--- src/rtl/alu_op_sequencer.sv ---
// ---------------------------------------------------------------------------
// alu_op_sequencer
// Purpose: sequences single ALU test commands. It drives an accepted command's
// operands and opcode onto an external combinational ALU. After SETTLE_CYCLES
// clock edges it samples the ALU result and compares it against the expected
// value. It then offers the outcome as a response and keeps saturating
// pass/fail tallies.
//
// Ports
//   clk, rst          clock, asynchronous active-high reset
//   cmd_valid/ready   command handshake (ready only while idle)
//   cmd_a, cmd_b      4-bit operands
//   cmd_op            3-bit ALU operation code
//   cmd_expect        expected 4-bit ALU result
//   alu_a, alu_b      operands driven to the ALU (held until next accept)
//   alu_ctrl          ALUControl driven to the ALU
//   alu_result        combinational result returned by the ALU
//   rsp_valid/ready   response handshake
//   rsp_result        captured ALU result
//   rsp_pass          captured result matched the expected value
//   clear_counts      synchronous clear of both tallies (wins over increment)
//   pass_count        saturating count of passing comparisons
//   fail_count        saturating count of failing comparisons
// ---------------------------------------------------------------------------
module alu_op_sequencer #(
   parameter  int unsigned SETTLE_CYCLES = 1,
   localparam int unsigned DATA_W        = 4,
   localparam int unsigned OP_W          = 3,
   localparam int unsigned CNT_W         = 4,
   localparam int unsigned TALLY_W       = 8
) (
   input  logic               clk,
   input  logic               rst,
   input  logic               cmd_valid,
   output logic               cmd_ready,
   input  logic [DATA_W-1:0]  cmd_a,
   input  logic [DATA_W-1:0]  cmd_b,
   input  logic [OP_W-1:0]    cmd_op,
   input  logic [DATA_W-1:0]  cmd_expect,
   output logic [DATA_W-1:0]  alu_a,
   output logic [DATA_W-1:0]  alu_b,
   output logic [OP_W-1:0]    alu_ctrl,
   input  logic [DATA_W-1:0]  alu_result,
   output logic               rsp_valid,
   input  logic               rsp_ready,
   output logic [DATA_W-1:0]  rsp_result,
   output logic               rsp_pass,
   input  logic               clear_counts,
   output logic [TALLY_W-1:0] pass_count,
   output logic [TALLY_W-1:0] fail_count
);

   typedef enum logic [1:0] {
      IDLE  = 2'd0,
      DRIVE = 2'd1,
      RESP  = 2'd2
   } state_t;

   localparam logic [CNT_W-1:0]   SETTLE_LOAD = CNT_W'(SETTLE_CYCLES);
   localparam logic [TALLY_W-1:0] TALLY_MAX   = {TALLY_W{1'b1}};

   state_t             state_q;
   state_t             state_d;
   logic [CNT_W-1:0]   settle_q;
   logic [CNT_W-1:0]   settle_d;
   logic [DATA_W-1:0]  expect_q;
   logic               accept;
   logic               capture;
   logic               cmd_ready_d;
   logic               rsp_valid_d;
   logic               result_match;

   assign result_match = (alu_result == expect_q);

   // State, settle counter and handshake flags
   always_ff @(posedge clk or posedge rst) begin
      if (rst) begin
         state_q   <= IDLE;
         settle_q  <= '0;
         cmd_ready <= 1'b1;
         rsp_valid <= 1'b0;
      end else begin
         state_q   <= state_d;
         settle_q  <= settle_d;
         cmd_ready <= cmd_ready_d;
         rsp_valid <= rsp_valid_d;
      end
   end

   // Next-state, settle countdown and datapath strobes
   always_comb begin
      state_d  = state_q;
      settle_d = settle_q;
      accept   = 1'b0;
      capture  = 1'b0;
      case (state_q)
         IDLE: begin
            if (cmd_valid) begin
               accept   = 1'b1;
               settle_d = SETTLE_LOAD;
               state_d  = DRIVE;
            end
         end
         DRIVE: begin
            // Last settle edge: sample the ALU this edge. "<=" also covers a zero load.
            if (settle_q <= CNT_W'(1)) begin
               capture = 1'b1;
               state_d = RESP;
            end else begin
               settle_d = CNT_W'(settle_q - CNT_W'(1));
            end
         end
         RESP: begin
            if (rsp_ready) begin
               state_d = IDLE;
            end
         end
         default: begin
            state_d = IDLE;
         end
      endcase
      cmd_ready_d = (state_d == IDLE);
      rsp_valid_d = (state_d == RESP);
   end

   // Command launch registers; these hold their values until the next accept
   always_ff @(posedge clk or posedge rst) begin
      if (rst) begin
         alu_a    <= '0;
         alu_b    <= '0;
         alu_ctrl <= '0;
         expect_q <= '0;
      end else if (accept) begin
         alu_a    <= cmd_a;
         alu_b    <= cmd_b;
         alu_ctrl <= cmd_op;
         expect_q <= cmd_expect;
      end
   end

   // Response capture; the captured values are held through RESP and IDLE
   always_ff @(posedge clk or posedge rst) begin
      if (rst) begin
         rsp_result <= '0;
         rsp_pass   <= 1'b0;
      end else if (capture) begin
         rsp_result <= alu_result;
         rsp_pass   <= result_match;
      end
   end

   // Saturating tallies; a clear on the same edge discards that edge's increment
   always_ff @(posedge clk or posedge rst) begin
      if (rst) begin
         pass_count <= '0;
         fail_count <= '0;
      end else if (clear_counts) begin
         pass_count <= '0;
         fail_count <= '0;
      end else if (capture) begin
         if (result_match && (pass_count != TALLY_MAX)) begin
            pass_count <= TALLY_W'(pass_count + TALLY_W'(1));
         end
         if (!result_match && (fail_count != TALLY_MAX)) begin
            fail_count <= TALLY_W'(fail_count + TALLY_W'(1));
         end
      end
   end

endmodule

--- config.mk ---
export PLATFORM = sky130hd
export DESIGN_NAME = alu_op_sequencer
export DESIGN_NICKNAME = d
export VERILOG_FILES = /design/src/rtl/alu_op_sequencer.sv
export SDC_FILE = /design/constraint.sdc
export NUM_CORES = 1
export LEC_CHECK = 0
export ABC_AREA = 1
export CAP_MARGIN = 30
export CORE_MARGIN = 2
export CORE_UTILIZATION = 40
export CTS_CLUSTER_DIAMETER = 120
export CTS_CLUSTER_SIZE = 30
export DETAILED_ROUTE_END_ITERATION = 12
export GPL_TIMING_DRIVEN = 0
export PLACE_DENSITY_LB_ADDON = 0.12
export SLEW_MARGIN = 20
export SYNTH_ARGS = -nofsm -noshare
export SYNTH_HDL_FRONTEND = slang
export SYNTH_SLANG_ARGS = --single-unit
--- constraint.sdc ---
create_clock -name clk -period 1.4 [get_ports clk]
set_input_delay 0.28 -clock clk [delete_from_list [all_inputs] [get_ports clk]]
set_output_delay 0.28 -clock clk [all_outputs]
set_load 0.01 [all_outputs]
# --- After elaboration in Yosys (flattened, before gate mapping) ---
# Cells that the tools add are included.
totals:
  register_bits: 44
  ramBits: 0
  n_memories: 0
  latch_bits: 0
  romBits: 0
  input_bits: 24
  out_inout_bits: 34
classes:
  reduce_logical: 12
  order_cmp: 1
  n_addsub: 3
  bitwise: 0
  n_mul: 0
  mux: 17
  eq_ne: 8
  div_mod_pow: 0
  n_shift: 0
op_table:
  columns: ["cell", "n"]
  rows:
  - ["$mux 8", 6]
  - ["$add 8x1->8 const B", 2]
  - ["$ne 8x8->1 const B", 2]
  - ["$mux 4", 2]
  - ["$pmux 4 s2", 1]
  - ["$reduce_bool 2->1", 4]
  - ["$mux 2", 3]
  - ["$pmux 2 s3", 1]
  - ["$eq 2x2->1 const B", 2]
  - ["$eq 4x4->1", 1]
  - ["$le 4x1->1 const B", 1]
  - ["$logic_not 2->1", 2]
  - ["$mux 1", 4]
  - ["$ne 2x2->1 const B", 2]
  - ["$reduce_and 2->1", 2]
  - ["$sub 4x1->4 const B", 1]
  - ["$reduce_and 3->1", 1]
  - ["$eq 2x1->1 const B", 1]
  - ["$logic_and 1x1->1", 2]
  - ["$logic_not 1->1", 1]

# --- Longest topological paths before layout ---
# Gate-level depths: netlist (run 1).
depth:
  word_depth: 6
  mapped_depth: 11
  ltp_nobuf: 11

# --- Worst setup path after synthesis (run 1) ---
# No wires, ideal clock.
synth_timing:
  path_type: "flip-flop to flip-flop"
  start: "register pass_count[0]"
  end: "register pass_count[2]"
  path_slack_ns: -0.007
  synth_period_minus_slack_ns: 1.407
  stages_incl_launch_ff: 10
  arrival_ns: 1.289
  t_required_ns: 1.283
  path_cell_list: "dfrtp_1 -> ha_1 -> nand3_1 -> clkinv_1 -> nand2_1 -> nand3_2 -> nand2_4 -> nand2_4 -> nand2_1 -> nand2_1"
synth_between:
  elab_chain_len: 4
  elab_cells_between_ends: 8
  classes_between: "add/sub: 1; eq/ne: 1; mux: 3; reduce/logical: 3"
synth_lines:
  columns: ["item", "line_no", "text"]
  rows:
  - ["start, declared", "49", "output logic [TALLY_W-1:0] pass_count,"]
  - ["start signal, assigned", "162", "pass_count <= TALLY_W'(pass_count + TALLY_W'(1));"]
  - ["$add 8x1->8 or $ne 8x8->1 (tied branches)", "162, 161", null]
  - ["$mux 8 or $logic_and 1x1->1 (tied branches)", "161", "if (result_match && (pass_count != TALLY_MAX)) begin"]
  - ["$mux 8 or $reduce_bool 2->1 (tied branches)", null, null]
  - ["$mux 8 or $reduce_and 2->1 (tied branches)", null, null]
# Parallel ways exist; a longest one is shown, timed or not. The select of a mux whose other input is x is not followed.
# A chain may end at the register's enable or synchronous reset.

# --- Worst setup path in the final report (run 1) ---
layout_timing:
  start: "register settle_q[0]"
  end: "register pass_count[1]"
layout_between:
  elab_chain_len: 5
layout_lines:
  columns: ["item", "line_no", "text"]
  rows:
  - ["start, declared", "64", "logic [CNT_W-1:0] settle_q;"]
  - ["start signal, assigned", "84", "settle_q <= settle_d;"]
  - ["$le 4x1->1", "106", "if (settle_q <= CNT_W'(1)) begin"]
  - ["$mux 1", "106", null]
  - ["$mux 1", "96", "case (state_q)"]
  - ["$reduce_bool 2->1 (no line)", null, null]
  - ["$reduce_and 2->1 (no line)", null, null]
# No other way between the ends.

==> results of run 1 <==
## Yosys cell counts, drive strengths merged
cell type | n | area [um2]
nand2 | 122 | 503.0
dfrtp | 43 | 1076
inv | 30 | 112.6
nor2 | 27 | 121.4
nand3 | 24 | 137.6
o21ai | 13 | 65.06
buf | 6 | 38.79
nor3 | 5 | 25.02
ha | 4 | 50.05
xor2 | 4 | 35.03
a21oi | 2 | 10.01
nand4 | 2 | 18.77
nor3b | 2 | 15.01
o21bai | 2 | 15.01
o31ai | 2 | 15.01
clkbuf | 1 | 3.750
clkinv | 1 | 3.750
dfstp | 1 | 26.28
xnor2 | 1 | 8.760
## final cells by class
cell class                 count  area (um2)
buffer                         7       42.54
clock buffer                   6       72.57
clock inverter                 1       5.005
fill                         543        2251
inverter                      31       121.4
multi-input combinational    211        1101
sequential                    44        1105
tap                           72       90.09
timing repair buffer          79       718.2
## flip-flops by register name, indices dropped and copies added (netlist names)
register	count
alu_a	4
state_q	2
fail_count	8
rsp_result	4
cmd_ready	1
rsp_pass	1
expect_q	4
alu_b	4
settle_q	4
pass_count	8
alu_ctrl	3
rsp_valid	1
## power by group
part           leakage [nW]  switching, mW  total [mW]  internal (mW)
sequential            0.565          0.267        2.01           1.74
clock                0.0410          0.408       0.748          0.340
combinational          1.13           1.47        2.64           1.17
total                  1.74           2.15        5.40           3.26
## placed cells by master, fill, tap and decap left out, drive strengths merged
| cell | count |
|---|---|
| a21oi | 2 |
| buf | 29 |
| clkbuf | 7 |
| clkdlybuf4s15 | 2 |
| clkdlybuf4s50 | 22 |
| clkinv | 2 |
| dfrtp | 43 |
| dfstp | 1 |
| dlygate4sd2 | 32 |
| ha | 4 |
| inv | 30 |
| nand2 | 123 |
| nand3 | 24 |
| nand4 | 2 |
| nor2 | 27 |
| nor3 | 5 |
| nor3b | 2 |
| o21ai | 13 |
| o21bai | 2 |
| o31ai | 2 |
| xnor2 | 1 |
| xor2 | 4 |
## worst max-delay path by stage
stage / endpoint / slack, ns / depth (start not counted)
after global placement: expect_q[1] / -0.88 / 2
after CTS: pass_count[1] / -0.09 / 11
after floorplan: pass_count[2] / 0.04 / 11
final: pass_count[1] / -0.06 / 11
after detailed placement: fail_count[0] / -0.31 / 10
after global routing: fail_count[0] / -0.16 / 10
## layer usage
metal  global-route usage, %  routed length [um]  vias to the layer above
met5                       0                   0                        -
met4                   5.345                  53                        0
met3                   3.620                 209                        5
met2                   29.92                2527                       36
met1                   22.34                2273                      962
li1                        -                   -                     1083
## cell families (layout without fill, tap and decap cells)
group / count (synthesis) / count (layout) / share of synthesized area (%)
AND/OR/NAND/NOR: 182 / 183 / 35.98
flip-flops: 44 / 44 / 48.33
buffers and inverters: 38 / 124 / 6.966
AO/OA/AOI/OAI: 19 / 19 / 4.607
XOR/XNOR: 5 / 5 / 1.920
adder cells (fa/ha/maj): 4 / 4 / 2.194
## stage by stage
step | TNS, ns | utilization, % | instance area, um2 | hold WS (ns)
4_1_cts | -1.283 | 57.87 | 3187 | 0.2443
5_1_grt | -2.961 | 59.12 | 3256 | 0.2697
3_5_place_dp | -5.095 | 53.65 | 2954 | 0.4692
3_3_place_gp | -42.96 | 53.28 | 2934 | 0.4611
2_1_floorplan | 0 | - | 2283 | 0.3663
6_report | -0.6624 | 59.12 | 3256 | 0.2405
## repair_timing
item	4_1_cts	5_1_grt
pin swaps	5	4
setup buffers	17	5
hold endpoints to repair	0	0
gates cloned	1	0
setup endpoints to repair	60	28
gates resized for setup	52	5
==> reports/summary.txt, run 1 <==
worst path required time = 1.58 ns
Lkg Pwr = 1.741 nW
post-placement setup slack = -0.3101 ns
routability cong. = 0.7881
Final nets = 407
Final Max Tran Viols = 0
Achievable Freq = 686.6 MHz
Buf+Inv Stages, Crit Path = 3
DR pass1 iterations = 4
skew final = 0.004643 ns
MaxCap Viol Count = 0
Starting Density = 41.42%
vias per inst = 4.625
# clock sinks = 44
aggregate global routing overflow = 0
Row Count = 27
Total GRT Usage = 17.55%
Die X = 79.52 um
H-tree Lvls = 2
DR iter-0 viols = 79
outcome = finished with violations
clk buf depth = 2
Root Driver = clkbuf_8
crit end category = flip-flop
largest net degree at the start of global routing = 34
# hold bufs at CTS = 0
failing checks = setup timing
cells after synthesis = 292
die area = 0.006323 mm2
RR Endpoint = pass_count[1]
share of cells above drive strength 1 = 18.47%
Critical Path Start = settle_q[0]
sequential share of the synthesized area = 48.33%
Antenna Diode Count = 0
Routed WL = 5.063 mm
first-pass GRT wire length = 8.894 mm
area delta synth->final = 42.73%
Synth cell types = 30
Final Hold Fails = 0
cell family with most CP delay = simple AND/OR/NAND/NOR gates
Layout Cells excl Fill = 451
Post-Syn Nets = 320
Detail Route Antenna Nets = 0
IO buf count = 56
CP Launch Type = flip-flop
pwr dens = 1659 mW/mm2
worst r2r src = settle_q[0]
worst skew pair latency = 0.29 ns
RSZ-0062 raised after global routing = yes
CP max stage delay = 0.45 ns
total power = 5.401 mW
Vias = 2086
Remaining DRCs = 0
syn_area_per_cell = 7.811 um2
WL/cell = 11.23 um
CORE AREA = 0.005507 mm2
Worst IR Drop VDD = 0.8609 mV
Placed Cells = 421
R2R Setup Slk = -0.06 ns
Crit Path Class = flip-flop to flip-flop
Critical Path AT = 1.64 ns
IO Pins = 58
CP Cell Sequence = inv_2, ha_4, inv_4, nand2_4, nand2_4, nor2_4, inv_4, nand2_8, nand2_4, nand2_1, nand2_1
minimum clock period = 1.457 ns
Slew HR = 70.57%
FF-to-FF path depth = 11
slowest cell on the critical path = dfrtp_2
Synthesis Warnings = 0
final setup margin = -0.05655 ns
initial antenna violation count = 0
Worst Max-Slew Pin Slew = 0.4415 ns
CTS tree = built
CP dominant cell by count = nand2_4
die height = 79.52 um
worst hold path class = input port to asynchronous set/reset pin
clock slew at reported path FFs = 0.08 ns
Final setup viols = 22
fin crit share = 104.0%
Netlist Area Pre-Place = 0.002281 mm2
number of global-route vias before repair = 1991
CTS Buf Count = 5
hpwl dp = 3.461 mm
Seq cells post-synth = 44
critical path fanouts, max = 8
(Power assumes the default switching activity.)
==> inputs of run 2 (changes only) <==
Settings changed: ABC_AREA 1 to default, CORE_UTILIZATION 40 to 35.
==> run 2 against run 1 <==
Net effect:
- the run still ends with setup timing left
- register-to-register slack got worse by 0.86 ns
- cell count decreased by 24%
- clock power increased by 4.0%
- synthesized cell count decreased by 40%
- routed wire length increased by 1.2%
- hold slack improved by 0.029 ns
- sequential share of layout area increased by 0.10 points
- via count decreased by 18%
- non-clock buffer count increased by 9
- maximum frequency decreased by 37%
- largest cell class unchanged
==> reports/summary.txt, run 2 <==
outcome = finished with violations (unchanged)
failing checks = setup timing (unchanged)
number of global-route vias before repair = 1653 (was 1991)
IO Pins = 58 (unchanged)
RR Endpoint = pass_count[7] (was pass_count[1])
die area = 0.006337 mm2 (was 0.006323 mm2)
Synth cell types = 32 (was 30)
area delta synth->final = 62.79% (was 42.73%)
final setup margin = -0.9138 ns (was -0.05655 ns)
CP dominant cell by count = or4_4 (was nand2_4)
Slew HR = 41.71% (was 70.57%)
Layout Cells excl Fill = 344 (was 451)
# hold bufs at CTS = 0 (unchanged)
Root Driver = clkbuf_8 (unchanged)
footprint of the multi-input gates = 0.001077 mm2 (was 0.001101 mm2)
IO buf count = 56 (unchanged)
fin crit share = 165.3% (was 104.0%)
post-placement setup slack = -1.032 ns (was -0.3101 ns)
share of the synthesized area in the top cell type = 53.78% (was 47.17%)
Top FF cell, synth = dfrtp_1 (unchanged)
Remaining DRCs = 0 (unchanged)
Seq cells post-synth = 44 (unchanged)
hpwl dp = 3.099 mm (was 3.461 mm)
fill count = 486 (was 543)
DR iter-0 viols = 65 (was 79)
met2 usage in global routing = 26.39% (was 29.92%)
worst skew pair latency = 0.30 ns (was 0.29 ns)
Vias = 1704 (was 2086)
Worst IR Drop VDD = 0.9243 mV (was 0.8609 mV)
CP max stage delay = 0.52 ns (was 0.45 ns)
Antenna Diode Count = 0 (unchanged)
Final Hold Fails = 0 (unchanged)
Final nets = 299 (was 407)
hold_ws = 0.2693 ns (was 0.2405 ns)
Top Registers = fail_count: 8 flops, pass_count: 8 flops (unchanged)
Achievable Freq = 432.2 MHz (was 686.6 MHz)
MaxCap Viol Count = 0 (unchanged)
RSZ-0062 raised after global routing = yes (unchanged)
skew final = 0.004763 ns (was 0.004643 ns)
Worst Max-Slew Pin Slew = 0.8712 ns (was 0.4415 ns)
Critical Path Start = settle_q[0] (unchanged)
slowest cell on the critical path = or4_4 (was dfrtp_2)
minimum clock period = 2.314 ns (was 1.457 ns)
Netlist Area Pre-Place = 0.002001 mm2 (was 0.002281 mm2)
initial antenna violation count = 0 (unchanged)
Placed Cells = 305 (was 421)
worst path required time = 1.62 ns (was 1.58 ns)
Post-Syn Nets = 204 (was 320)
Setup TNS = -18.15 ns (was -0.6624 ns)
top post-synthesis cells by area = dfrtp_1, mux2_2, xnor2_1, nor2_1, ha_1 (was dfrtp_1, nand2_1, nand3_1, inv_1, nor2_1)
die height = 79.61 um (was 79.52 um)
largest net degree at the start of global routing = 30 (was 34)
FF+latch area = 0.001109 mm2 (was 0.001105 mm2)
Crit Path Class = flip-flop to flip-flop (unchanged)
R2R Setup Slk = -0.91 ns (was -0.06 ns)
Detail Route Antenna Nets = 0 (unchanged)
EDFF count, synth = 0 (unchanged)
CTS tree = built (unchanged)
H-tree Lvls = 2 (unchanged)
ys async rst share = 100.0% (unchanged)
Yosys top cell by area = dfrtp_1 (unchanged)
Final Max Tran Viols = 0 (unchanged)
sequential share of the synthesized area = 55.10% (was 48.33%)
routability cong. = 0.7714 (was 0.7881)
WL/cell = 14.89 um (was 11.23 um)
cells after synthesis = 176 (was 292)
worst r2r src = settle_q[0] (unchanged)
CP Cell Sequence = inv_1, ha_2, nor2_2, or4_4, or3_4, or4_4, a21oi_2 (was inv_2, ha_4, inv_4, nand2_4, nand2_4, nor2_4, inv_4, nand2_8, nand2_4, nand2_1, nand2_1)
DR pass1 iterations = 4 (unchanged)
Total GRT Usage = 15.86% (was 17.55%)
Final setup viols = 44 (was 22)
GRT met3 Usage = 3.959% (was 3.620%)
crit end category = flip-flop (unchanged)
Lkg Pwr = 1.449 nW (was 1.741 nW)
Commonest cells post-synth = dfrtp_1, mux2_2, nor2_1, xnor2_1 (was nand2_1, dfrtp_1, inv_1, nor2_1, nand3_1)
aggregate global routing overflow = 0 (unchanged)
clock slew at reported path FFs = 0.08 ns (about the same)
Design Area, Final = 0.003257 mm2 (was 0.003256 mm2)
Starting Density = 36.33% (was 41.42%)
Routed WL = 5.122 mm (was 5.063 mm)
CTS Buf Count = 5 (unchanged)
most frequent cells in the layout = dfrtp_1, dlygate4sd2_1, buf_4, clkdlybuf4s50_1, nor2_1 (was nand2_1, dfrtp_1, dlygate4sd2_1, inv_1, nor2_1)
clk buf depth = 2 (unchanged)
met1 usage = 19.96% (was 22.34%)
share of cells above drive strength 1 = 36.76% (was 18.47%)
Top Usage Layer GRT = met2 (unchanged)
Synthesis Warnings = 0 (unchanged)
FF-to-FF path depth = 7 (was 11)
first-pass GRT wire length = 7.762 mm (was 8.894 mm)
Cell Area, Placed = 0.002729 mm2 (was 0.002954 mm2)
syn_area_per_cell = 11.37 um2 (was 7.811 um2)
worst hold path class = input port to asynchronous set/reset pin (unchanged)
vias per inst = 4.953 (was 4.625)
Critical Path AT = 2.54 ns (was 1.64 ns)
critical path fanouts, max = 5 (was 8)
Row Count = 27 (unchanged)
CORE AREA = 0.005507 mm2 (unchanged)
# clock sinks = 44 (unchanged)
total power = 5.207 mW (was 5.401 mW)
Final Core Density = 59.15% (was 59.12%)
pwr dens = 1599 mW/mm2 (was 1659 mW/mm2)
most common cell after layout, fill and taps aside = dfrtp_1 (was nand2_1)
Die X = 79.61 um (was 79.52 um)
count leader, synth = dfrtp_1 (was nand2_1)
CP Launch Type = flip-flop (unchanged)
==> run 2: changes by cell type after synthesis, sizes merged, moves of 6 or more <==
cell / delta
a21oi: +6
inv: -26
mux2: +20
nand2: -114
nand3: -16
nor2: -7
o21ai: -9
xnor2: +9
==> run 2: area by class of cell <==
cell class / count / area share, %
Buffer: 4 / 1.460
Clock buffer: 8 / 2.459
Inverter: 4 / 0.4610
Multi-Input combinational cell: 121 / 33.08
Sequential cell: 44 / 34.04
Tap cell: 72 / 2.766
Timing Repair Buffer: 91 / 25.74
==> run 2: critical path, delay by kind of cell (launching register included) <==
| kind | cells | cell delay, ns |
|---|---|---|
| adders and majority gates | 1 | 0.18 |
| AOI/OAI and AO/OA | 1 | 0.14 |
| and+or+nand+nor | 4 | 1.43 |
| DFF | 1 | 0.42 |
| buffers and inverters | 1 | 0.07 |
==> run 2: what timing repair did <==
item                       CTS  global route
setup buffers               21            11
setup endpoints to repair   78            49
pin swaps                   15            15
hold endpoints to repair     0             0
gates cloned                 1             1
resized for setup           68            39
==> run 2: kinds of logic (layout without fill, tap and decap cells) <==
kind of cell,after synthesis,count (layout),share of synthesized area (%)
AOI/OAI and AO/OA,19,19,5.879
xor gates and xnor gates,13,13,5.691
adders and majority gates,4,4,2.502
buffers and inverters,11,107,2.188
DFF,44,44,55.10
muxes,21,21,11.76
and+or+nand+nor,64,64,16.89
==> run 2: how the worst max path moves through the flow <==
stage,cells after the start,end,slack (ns)
6_report,7,pass_count[7],-0.91
5_1_grt,7,pass_count[3],-0.98
4_1_cts,9,pass_count[3],-0.99
3_5_place_dp,9,pass_count[7],-1.03
3_3_place_gp,9,pass_count[7],-0.97
2_1_floorplan,9,pass_count[7],-0.90
==> run 2: routing by layer <==
metal  wire, um  vias up
met5          0        -
li1           -      825
met3        204       13
met1       2265      826
met4         93        0
met2       2557       40
==> run 2: report_power, final <==
part / total, mW / internal, mW / switching [mW]
Sequential: 1.89 / 1.67 / 0.224
Clock: 0.778 / 0.355 / 0.423
Combinational: 2.54 / 1.48 / 1.06
==> variant 1 (config.mk and constraints of run 1) <==
The 3 states of `state_t` get a one-hot encoding in 3 bits.
--- a/src/rtl/alu_op_sequencer.sv
+++ b/src/rtl/alu_op_sequencer.sv
@@ -50,10 +50,10 @@
    output logic [TALLY_W-1:0] fail_count
 );
 
-   typedef enum logic [1:0] {
-      IDLE  = 2'd0,
-      DRIVE = 2'd1,
-      RESP  = 2'd2
+   typedef enum logic [2:0] {
+      IDLE  = 3'b001,
+      DRIVE = 3'b010,
+      RESP  = 3'b100
    } state_t;
 
    localparam logic [CNT_W-1:0]   SETTLE_LOAD = CNT_W'(SETTLE_CYCLES);
Check against the original RTL: same outputs for any inputs over 10 cycles, from zero or initial values and one cycle with rst high; not proved beyond that.
==> variant 1 against run 1 <==
- the flow still finishes with violations (setup timing)
- routed wire length increased by 17%
- combinational power increased by 19%
- sequential cell count increased by 1
- largest cell class is now multi-input combinational cells
- total power increased by 16%
- cell area increased by 18%
- synthesized area increased by 4.7%
- largest power group unchanged
- worst setup slack improved by 0.032 ns
==> variant 1: results (changes against run 1) <==
| Metric | Value |
|---|---|
| Worst vdd ir | 0.0009454 V (was 0.0008609 V) |
| Met2 wire len | 3117 microns (was 2527 microns) |
| Met3 Track Usage GR | 0.04222 (was 0.03620) |
| Clk_skew | 0.01105 ns (was 0.004643 ns) |
| Met1 Track Usage GR | 0.2286 (was 0.2234) |
| Post-DP HPWL | 3776 microns (was 3461 microns) |
| Hold Crit Class | in2reg (was in2async) |
| Seq/Total Area, Yosys | 0.4725 (was 0.4833) |
| Routed wl met3 | 235 microns (was 209 microns) |
| Sw frac | 0.3776 (was 0.3972) |
| Avg Cell Area, Syn | 7.857 sq um (was 7.811 sq um) |
| Vias | 2291 (was 2086) |
| Reg2reg end | pass_count[5] (was pass_count[1]) |
| Leak pwr | 1.992 nW (was 1.741 nW) |
| Worst setup margin | -0.02423 ns (was -0.05655 ns) |
| Slew HR | 0.6160 (was 0.7057) |
| CP max stage delay | 0.43 ns (was 0.45 ns) |
| Final nets | 433 (was 407) |
| Hold WS | 0.2622 ns (was 0.2405 ns) |
| Initial drt markers | 89 (was 79) |
| First-pass GRT wire length | 9687 microns (was 8894 microns) |
| Clock power frac | 0.168 (was 0.139) |
| # setup viols final | 6 (was 22) |
| Most frequent cells after synthesis | nand2_1 (114), dfrtp_1 (43), inv_1 (29) (was nand2_1 (114), dfrtp_1 (43), inv_1 (27)) |
| Fin area | 3831 sq um (was 3256 sq um) |
| Status | finished, violations left (unchanged) |
| Post-route insts no fill | 481 (was 451) |
| Post-place instance area | 3070 sq um (was 2954 sq um) |
| Syn_nets | 332 (was 320) |
| Dpl cells | 436 (was 421) |
| Violated checks | setup timing (unchanged) |
| CP delay by family, top | flip-flops (was simple AND/OR/NAND/NOR gates) |
| Pwr Density | 1631 nW/um^2 (was 1659 nW/um^2) |
| Filler cell count | 500 (was 543) |
| Pre-CTS WS | -0.2801 ns (was -0.3101 ns) |
| Met2 GRT Util | 0.3344 (was 0.2992) |
-- variant 1: layout make-up --
type	instances	area share
Tap cell	75	0.02449
Clock inverter	1	0.007838
Inverter	36	0.03658
Sequential cell	45	0.2962
Buffer	6	0.01698
Clock buffer	7	0.02253
Multi-Input combinational cell	218	0.3599
Timing Repair Buffer	93	0.2355
-- variant 1: worst register-to-register path: stages, from the launching register on --
cell and delay (ns):
dfrtp_1 0.43, inv_2 0.08, ha_4 0.17, o21ai_4 0.16, nor2_4 0.07, inv_2 0.08
nand2_4 0.09, buf_12 0.15, nand3_2 0.06, nand2_1 0.04
-- variant 1: timing repair --
item                                    in CTS  in global routing
buffers inserted                            27                  9
endpoints found under the setup margin      51                 44
gates resized for setup                     58                 82
cloned                                       2                  2
pin swaps                                   14                 34
-- variant 1: logic make-up after synthesis --
family,share of synthesized area
compound gates,0.04086
xor+xnor,0.01467
fa+ha+maj,0.02095
buf+inv,0.07962
flops,0.4725
simple gates,0.3714
==> variant 2 (settings of run 1) <==
Made on the original files. `TALLY_W`: 8 -> 10.
--- a/src/rtl/alu_op_sequencer.sv
+++ b/src/rtl/alu_op_sequencer.sv
@@ -27,7 +27,7 @@
    localparam int unsigned DATA_W        = 4,
    localparam int unsigned OP_W          = 3,
    localparam int unsigned CNT_W         = 4,
-   localparam int unsigned TALLY_W       = 8
+   localparam int unsigned TALLY_W       = 10
 ) (
    input  logic               clk,
    input  logic               rst,
Ports: changed (resized fail_count and pass_count); port bits go from 58 to 62. No check against the original RTL was run, so the function may have changed too.
==> variant 2 against run 1 <==
- the run still ends with setup timing left
- cell area rose by 18%
- synthesized cell count rose by 13%
- synthesized area rose by 8.5%
- routed wire length rose by 31%
- worst setup slack got worse by 0.021 ns
- total power rose by 5.1%
- critical path depth fell by 2
- worst hold slack improved by 0.14 ns
- sequential cell count rose by 4
- critical endpoint is now settle_q[2]
- highest routed layer unchanged
==> variant 2: results (changes against run 1) <==
| Metric | Value |
|---|---|
| Vias per cell | 4.836 (was 4.625) |
| Largest registers | fail_count x10, pass_count x10 (was fail_count x8, pass_count x8) |
| Worst Path Max Fanout | 3 (was 8) |
| Violated checks | setup timing (unchanged) |
| Unique cell type count in the Yosys netlist | 27 (was 30) |
| Clock power frac | 0.178 (was 0.139) |
| Top cells by area, synth | dfrtp_1 (48%), nand2_1 (20%), nand3_1 (6.3%) (was dfrtp_1 (47%), nand2_1 (19%), nand3_1 (4.8%)) |
| Largest net degree at the start of global routing | 26 (was 34) |
| Worst slew pin tran | 0.5753 ns (was 0.4415 ns) |
| Vias in the first global route | 2318 (was 1991) |
| Worst vdd ir | 0.0007662 V (was 0.0008609 V) |
| Clk_skew | 0.003965 ns (was 0.004643 ns) |
| CP Data Arrival Time | 1.67 ns (was 1.64 ns) |
| Status | finished, violations left (unchanged) |
| Setup Fix Bufs, Post-CTS | 28 (was 17) |
| Met3 Track Usage GR | 0.04130 (was 0.03620) |
| Multi-In Gates | 244 (was 211) |
| Post-CTS Resized | 88 (was 52) |
| Gr usage total | 0.2005 (was 0.1755) |
| Worst setup margin | -0.07778 ns (was -0.05655 ns) |
| Seq/total area | 0.3144 (was 0.3394) |
| Wl on met1 | 2683 microns (was 2273 microns) |
| WL per Instance | 12.92 microns (was 11.23 microns) |
| Comb power frac | 0.460 (was 0.490) |
| # setup viols final | 24 (was 22) |
| I/O Buffers | 61 (was 56) |
==> variant 2: cell types whose count changed in the layout (fill, tap and decap cells not counted), sizes merged, moves of 2 or more <==
| cell | before | now |
|---|---|---|
| buf | 29 | 46 |
| nor2 | 27 | 40 |
| nand2 | 123 | 134 |
| nand3 | 24 | 32 |
| clkbuf | 7 | 12 |
| dfrtp | 43 | 47 |
| inv | 30 | 26 |
| dlygate4sd2 | 32 | 34 |
| nand3b | 0 | 2 |
| o21ai | 13 | 11 |
==> variant 2: worst max-delay path, stage by stage (launching register included) <==
cell and delay (ns):
dfrtp_2 0.42, inv_2 0.07, ha_4 0.16, o21ai_4 0.22
buf_6 0.13, nand2_4 0.05, inv_2 0.06, nand2_2 0.05
xor2_1 0.14, nor2_1 0.06
==> variant 2: cell families after synthesis <==
family | synth area share
AOI/OAI and AO/OA | 0.03893
xor gates and xnor gates | 0.02477
adders and majority gates | 0.02022
buffers and inverters | 0.06521
DFF | 0.4858
and+or+nand+nor | 0.3650
